===== src/rtl/score_writer.sv =====
// -----------------------------------------------------------------------------
// score_writer
//
// Records a live keyboard performance into one of four fixed song slots of an
// external score RAM. Each beat_tick produces one score entry: the held note,
// or 5'd0 (rest) when no key is held. A take ends either when the slot end is
// written (full) or on rec_stop. In the optional padding build the rest of the
// slot is then cleared to rests, one address per clock.
//
// Configuration macro:
//   SCORE_FILL_EN  defined   -> rec_stop enters FILL, which writes 5'd0 to every
//                               remaining slot address through the slot end.
//                  undefined -> no FILL state; rec_stop finishes the take at once.
//
// Ports:
//   inclock     in   1   sole clock, rising edge
//   rst_n       in   1   asynchronous active-low reset
//   sel         in   2   song slot select, sampled only when a take starts
//   rec_start   in   1   pulse: start a take into the selected slot (IDLE only)
//   rec_stop    in   1   pulse: end the take (REC only)
//   beat_tick   in   1   pulse: one beat = one score entry (REC only)
//   key_valid   in   1   a note key is held
//   key_code    in   5   note code of the held key
//   wr_addr     out  10  score RAM write address
//   wr_data     out  5   score RAM write data
//   wr_en       out  1   score RAM write strobe, one write per high cycle
//   busy        out  1   high while recording or padding
//   full        out  1   sticky: slot end reached while recording
//   done        out  1   one-cycle pulse when the take completes
//   note_count  out  9   entries written while recording in the current take
// -----------------------------------------------------------------------------
module score_writer (
    input  logic       inclock,
    input  logic       rst_n,
    input  logic [1:0] sel,
    input  logic       rec_start,
    input  logic       rec_stop,
    input  logic       beat_tick,
    input  logic       key_valid,
    input  logic [4:0] key_code,
    output logic [9:0] wr_addr,
    output logic [4:0] wr_data,
    output logic       wr_en,
    output logic       busy,
    output logic       full,
    output logic       done,
    output logic [8:0] note_count
);

`ifdef SCORE_FILL_EN
    typedef enum logic [1:0] {S_IDLE, S_REC, S_FILL, S_DONE} state_t;
`else
    typedef enum logic [1:0] {S_IDLE, S_REC, S_DONE} state_t;
`endif

    state_t     r_state;
    logic [9:0] r_ptr;        // next address to be written
    logic [9:0] r_end;        // inclusive last address of the latched slot

    logic [9:0] w_slot_base;
    logic [9:0] w_slot_end;
    logic [4:0] w_note;
    logic       w_at_end;

    // Slot map; the small gaps between slots are never written.
    always_comb begin
        // NOTE: defaults first so every path assigns both outputs and no latch is inferred.
        w_slot_base = 10'd0;
        w_slot_end  = 10'd320;
        unique case (sel)
            2'b00: begin w_slot_base = 10'd0;   w_slot_end = 10'd320; end
            2'b01: begin w_slot_base = 10'd328; w_slot_end = 10'd456; end
            2'b10: begin w_slot_base = 10'd464; w_slot_end = 10'd680; end
            2'b11: begin w_slot_base = 10'd688; w_slot_end = 10'd808; end
        endcase
    end

    assign w_note   = key_valid ? key_code : 5'd0;   // no key held -> rest
    assign w_at_end = (r_ptr == r_end);

    // Single state machine with registered outputs. busy and done are set on
    // the same edge that changes state, so they track the state exactly. A
    // write is presented the cycle after the edge that decided it, so the last
    // write of a take shares its cycle with the done pulse.
    always_ff @(posedge inclock or negedge rst_n) begin
        // NOTE: every register here is a plain flop with an async reset; non-blocking
        // assignments keep all updates on one edge independent of statement order.
        if (!rst_n) begin
            r_state    <= S_IDLE;
            r_ptr      <= 10'd0;
            r_end      <= 10'd0;
            wr_addr    <= 10'd0;
            wr_data    <= 5'd0;
            wr_en      <= 1'b0;
            busy       <= 1'b0;
            full       <= 1'b0;
            done       <= 1'b0;
            note_count <= 9'd0;
        end else begin
            wr_en <= 1'b0;
            done  <= 1'b0;

            case (r_state)
                S_IDLE: begin
                    if (rec_start) begin
                        r_state    <= S_REC;
                        r_ptr      <= w_slot_base;
                        r_end      <= w_slot_end;
                        full       <= 1'b0;
                        note_count <= 9'd0;
                        busy       <= 1'b1;
                    end
                end

                S_REC: begin
                    if (beat_tick) begin
                        wr_en      <= 1'b1;
                        wr_addr    <= r_ptr;
                        wr_data    <= w_note;
                        r_ptr      <= r_ptr + 10'd1;
                        note_count <= note_count + 9'd1;
                    end

                    // Reaching the slot end wins over a simultaneous rec_stop,
                    // so a full slot never enters padding.
                    if (beat_tick && w_at_end) begin
                        full    <= 1'b1;
                        r_state <= S_DONE;
                        busy    <= 1'b0;
                        done    <= 1'b1;
                    end else if (rec_stop) begin
`ifdef SCORE_FILL_EN
                        // Padding resumes at r_ptr, which already accounts
                        // for a tick taken in this same cycle.
                        r_state <= S_FILL;
`else
                        r_state <= S_DONE;
                        busy    <= 1'b0;
                        done    <= 1'b1;
`endif
                    end
                end

`ifdef SCORE_FILL_EN
                S_FILL: begin
                    wr_en   <= 1'b1;
                    wr_addr <= r_ptr;
                    wr_data <= 5'd0;
                    r_ptr   <= r_ptr + 10'd1;
                    if (w_at_end) begin
                        r_state <= S_DONE;
                        busy    <= 1'b0;
                        done    <= 1'b1;
                    end
                end
`endif

                S_DONE: begin
                    r_state <= S_IDLE;
                end

                default: begin
                    r_state <= S_IDLE;
                    busy    <= 1'b0;
                end
            endcase
        end
    end

endmodule

===== config.mk =====
export PLATFORM = sky130hd
export DESIGN_NAME = score_writer
export DESIGN_NICKNAME = d
export VERILOG_FILES = /design/src/rtl/score_writer.sv
export SDC_FILE = /design/constraint.sdc
export NUM_CORES = 1
export LEC_CHECK = 0
export CORE_MARGIN = 3
export CORE_UTILIZATION = 45
export CTS_BUF_LIST = sky130_fd_sc_hd__clkbuf_8 sky130_fd_sc_hd__clkbuf_16
export CTS_CLUSTER_DIAMETER = 60
export DETAILED_ROUTE_END_ITERATION = 8
export PLACE_DENSITY = 0.73
export SLEW_MARGIN = 20
export SYNTH_ARGS = -nofsm -noshare
export SYNTH_HDL_FRONTEND = slang
export SYNTH_SLANG_ARGS = --single-unit

===== constraint.sdc =====
create_clock -name inclock -period 2.2 [get_ports inclock]
set_input_delay 0.55 -clock inclock [delete_from_list [all_inputs] [get_ports inclock]]
set_output_delay 0.55 -clock inclock [all_outputs]
set_load 0.1 [all_outputs]

==> flow_summary_export.csv <==
group,metric,value,unit
status,status,"complete, no violations",
logic_synthesis,most_area_consuming_cells_after_synthesis,"sky130_fd_sc_hd__dfrtp_1 (51%), sky130_fd_sc_hd__nand2_1 (9.2%), sky130_fd_sc_hd__ha_1 (4.6%)",
worst_setup_path,setup_cp_type,"primary input to register",
floorplan,die_y,75.82,microns
sta,post-route-min-period,1836,ps
logic_synthesis,synthesis.instances,231,
logic_synthesis,synthDominantAreaCellType,"sky130_fd_sc_hd__dfrtp_1",
logic_synthesis,synthFlopType,"sky130_fd_sc_hd__dfrtp_1",
cts,postCtsSetupRepairBufs,0,
cells_and_area,syn_to_final_growth,25.44,%
cts,cts_tree,"built",
cells_and_area,multi_input_comb_area,996.0,sq um
logic_synthesis,synth-warning-count,0,
global_routing,gr-total-overflow,0,
detailed_routing,remaining_drc_errors,0,
floorplan,placementRows,24,
floorplan,fp.dieArea,5748,sq um
cells_and_area,drive_gt1_frac,0.1964,
detailed_routing,drt-vias-per-instance,5.116,
detailed_routing,detailedRoute.firstIterationViolations,112,
worst_setup_path,worstReg2RegEnd,"busy",
placement,dp_cells,338,
logic_synthesis,ys_seq_area_frac,0.5134,
cts,post_cts_hold_buffer_count,0,
worst_setup_path,end_kind,"register",
detailed_routing,wirelength,4478,microns
global_routing,grtUsageTotal,0.1747,
cells_and_area,final-instance-count-excl-fill,345,
sta,finalSetupViolations,0,
global_routing,grt_antenna_before_repair,0,
pwr,power,4.180,mW
worst_setup_path,critical_path.reg2reg.startpoint,"r_ptr[5]",
cts,total_clock_sinks,45,
global_routing,vias_in_the_first_global_route,1676,
worst_setup_path,cp.required,2380,ps
cells_and_area,final_net_count,301,
detailed_routing,route.detailed.wl_per_inst,12.98,microns
sta,fin_max_slew_vios,0,
sta,finalHoldWorstSlack,214.9,ps
placement,detail_placement_hpwl,3382,microns
cts,clk_latency,290,ps
pwr,leakagePower,1.291,nW
pwr,ir_worst_vdd,0.0009312,V
min_path,hold_path.class,"primary input to async pin",
cts,ctsRootBufferMaster,"sky130_fd_sc_hd__clkbuf_8",
cells_and_area,register_area,1126,sq um
cts,cts-buffers-inserted,5,
logic_synthesis,synth_fp_nets,252,
logic_synthesis,number_of_enable_flip_flop_cells_after_synthesis,0,
floorplan,coreArea,4534,sq um
sta,timing.fmax,544.8,MHz
sta,max_slew_margin,0.6762,
logic_synthesis,yosys.area.top_type_share,0.5134,
detailed_routing,route.vias.total,1765,
logic_synthesis,synth-seq-cells,45,
placement,io_buffers,40,
sta,final.setup.tns,0,ps
global_routing,grt_start_max_net_pins,27,
cells_and_area,finish.utilization,0.6068,
sta,worst_slew_pin_slew,485.7,ps
detailed_routing,detailedRoute.firstPassIterationCount,4,
worst_setup_path,regToRegSetupSlack,530,ps
job,max_cap_violations,0,
cts,htreeDepth,2,
cells_and_area,post-route-cell-area,2751,sq um
pwr,cellPowerDensity,1519,nW/um^2
worst_setup_path,worstSetupStartpointType,"primary input",
detailed_routing,ant_nets,0,
cts,cts_buffer_depth,2,
sta,fin_crit_sh,0.8344,
sta,grt_setup_unrepaired,"false",
logic_synthesis,ys_async_sr_fraction,1.000,
floorplan,initial_core_util,0.4837,
worst_setup_path,worst-path-max-fanout,4,
floorplan,die_width,75.82,microns
sta,hold_viol,0,
placement,place_congestion,0.8814,
logic_synthesis,synth_area_per_cell,9.495,sq um
sta,finalWorstSetupSlack,364.3,ps
placement,placed_cell_area,2665,sq um
floorplan,ios,41,
placement,pre_cts_ws,87.41,ps
logic_synthesis,synthesis.area,2193,sq um
cts,clk_pin_slew_worst_paths,80,ps
cells_and_area,antenna_cells_inserted,0,
logic_synthesis,yosysUniqueCellTypes,43,
cells_and_area,final.fill_count,417,
worst_setup_path,reg2reg_depth,3,
worst_setup_path,worstPathArrival,2010,ps
global_routing,global_route_wire_length_before_repair,7728,microns
cts,post_cts_resize_count,0,
sta,clock_skew,5.040,ps
==> Yosys cell counts (2+ instances only) <==
library cell and count:
sky130_fd_sc_hd__a21oi_1 7, sky130_fd_sc_hd__a2bb2oi_1 2, sky130_fd_sc_hd__a31oi_1 2, sky130_fd_sc_hd__buf_2 3, sky130_fd_sc_hd__clkbuf_1 8, sky130_fd_sc_hd__dfrtp_1 45, sky130_fd_sc_hd__ha_1 8, sky130_fd_sc_hd__inv_1 6
sky130_fd_sc_hd__mux2i_1 2, sky130_fd_sc_hd__nand2_1 54, sky130_fd_sc_hd__nand3_1 13, sky130_fd_sc_hd__nand4_1 4, sky130_fd_sc_hd__nor2_1 17, sky130_fd_sc_hd__nor2b_1 3, sky130_fd_sc_hd__nor3_1 2, sky130_fd_sc_hd__nor4_1 2
sky130_fd_sc_hd__nor4b_2 2, sky130_fd_sc_hd__o21a_1 2, sky130_fd_sc_hd__o21ai_0 14, sky130_fd_sc_hd__o22ai_1 3, sky130_fd_sc_hd__xnor2_1 9, sky130_fd_sc_hd__xor2_1 2
==> worst max path at each step <==
stage | start | endpoint | slack (ps)
floorplan | note_count[0] | note_count[8] | 140
global placement | rec_start | r_ptr[6] | 130
detailed placement | rec_start | r_ptr[5] | 90
CTS | rec_start | r_ptr[5] | 370
global route | rec_start | r_ptr[5] | 290
finish | rec_start | r_ptr[5] | 360
==> metal layers <==
metal / up-vias / global-route usage / wire, microns
met5: - / 0 / 0
met2: 46 / 0.2795 / 2024
met3: 5 / 0.03430 / 263
met4: 0 / 0.04078 / 42
met1: 828 / 0.2454 / 2148
li1: 886 / - / -
==> placed cells by master (no fill, tap or decap), types with 4 or more instances in the layout <==
master	instances
sky130_fd_sc_hd__o21ai_0	14
sky130_fd_sc_hd__nand2_1	54
sky130_fd_sc_hd__nand3_1	13
sky130_fd_sc_hd__nor2_1	17
sky130_fd_sc_hd__nand4_1	4
sky130_fd_sc_hd__dfrtp_1	45
sky130_fd_sc_hd__xnor2_1	9
sky130_fd_sc_hd__a21oi_1	7
sky130_fd_sc_hd__buf_4	40
sky130_fd_sc_hd__inv_1	7
sky130_fd_sc_hd__ha_1	8
sky130_fd_sc_hd__clkdlybuf4s50_1	11
sky130_fd_sc_hd__clkbuf_8	6
==> power by group <==
group	internal (mW)	switching (mW)	leakage, nW	total, mW
Clock	0.245	0.249	0.0485	0.494
Combinational	0.592	1.66	0.665	2.25
Sequential	1.12	0.314	0.577	1.43
Total	1.96	2.22	1.29	4.18
==> kinds of logic (layout without fill, tap and decap cells) <==
family                     Yosys count  count (layout)  synth area share
and+or+nand+nor                    107             107            0.2305
DFF                                 45              45            0.5134
xor gates and xnor gates            11              11           0.04393
buffers and inverters               18              67           0.03251
muxes                                3               3           0.01540
adders and majority gates            8               8           0.04564
AOI/OAI and AO/OA                   39              39            0.1187
==> final cells by class <==
cell class	count	share of cell area
Sequential cell	45	0.4093
Multi-Input combinational cell	168	0.3620
Timing Repair Buffer	53	0.1583
Clock buffer	6	0.03001
Tap cell	65	0.02956
Inverter	7	0.009550
Clock inverter	1	0.001364
==> registers in the layout, indices dropped and copies added (netlist names) <==
signal	cells
busy	1
note_count	9
r_end	5
r_ptr	10
wr_data	5
full	1
r_state	2
done	1
wr_addr	10
wr_en	1
==> critical path, cell delays in order <==
cell and delay, ps:
sky130_fd_sc_hd__clkdlybuf4s50_1 520, sky130_fd_sc_hd__or3b_2 490, sky130_fd_sc_hd__o21ai_1 200, sky130_fd_sc_hd__a21oi_1 100
sky130_fd_sc_hd__a2bb2oi_1 140
Note: power is estimated with default switching activity, not from simulation.
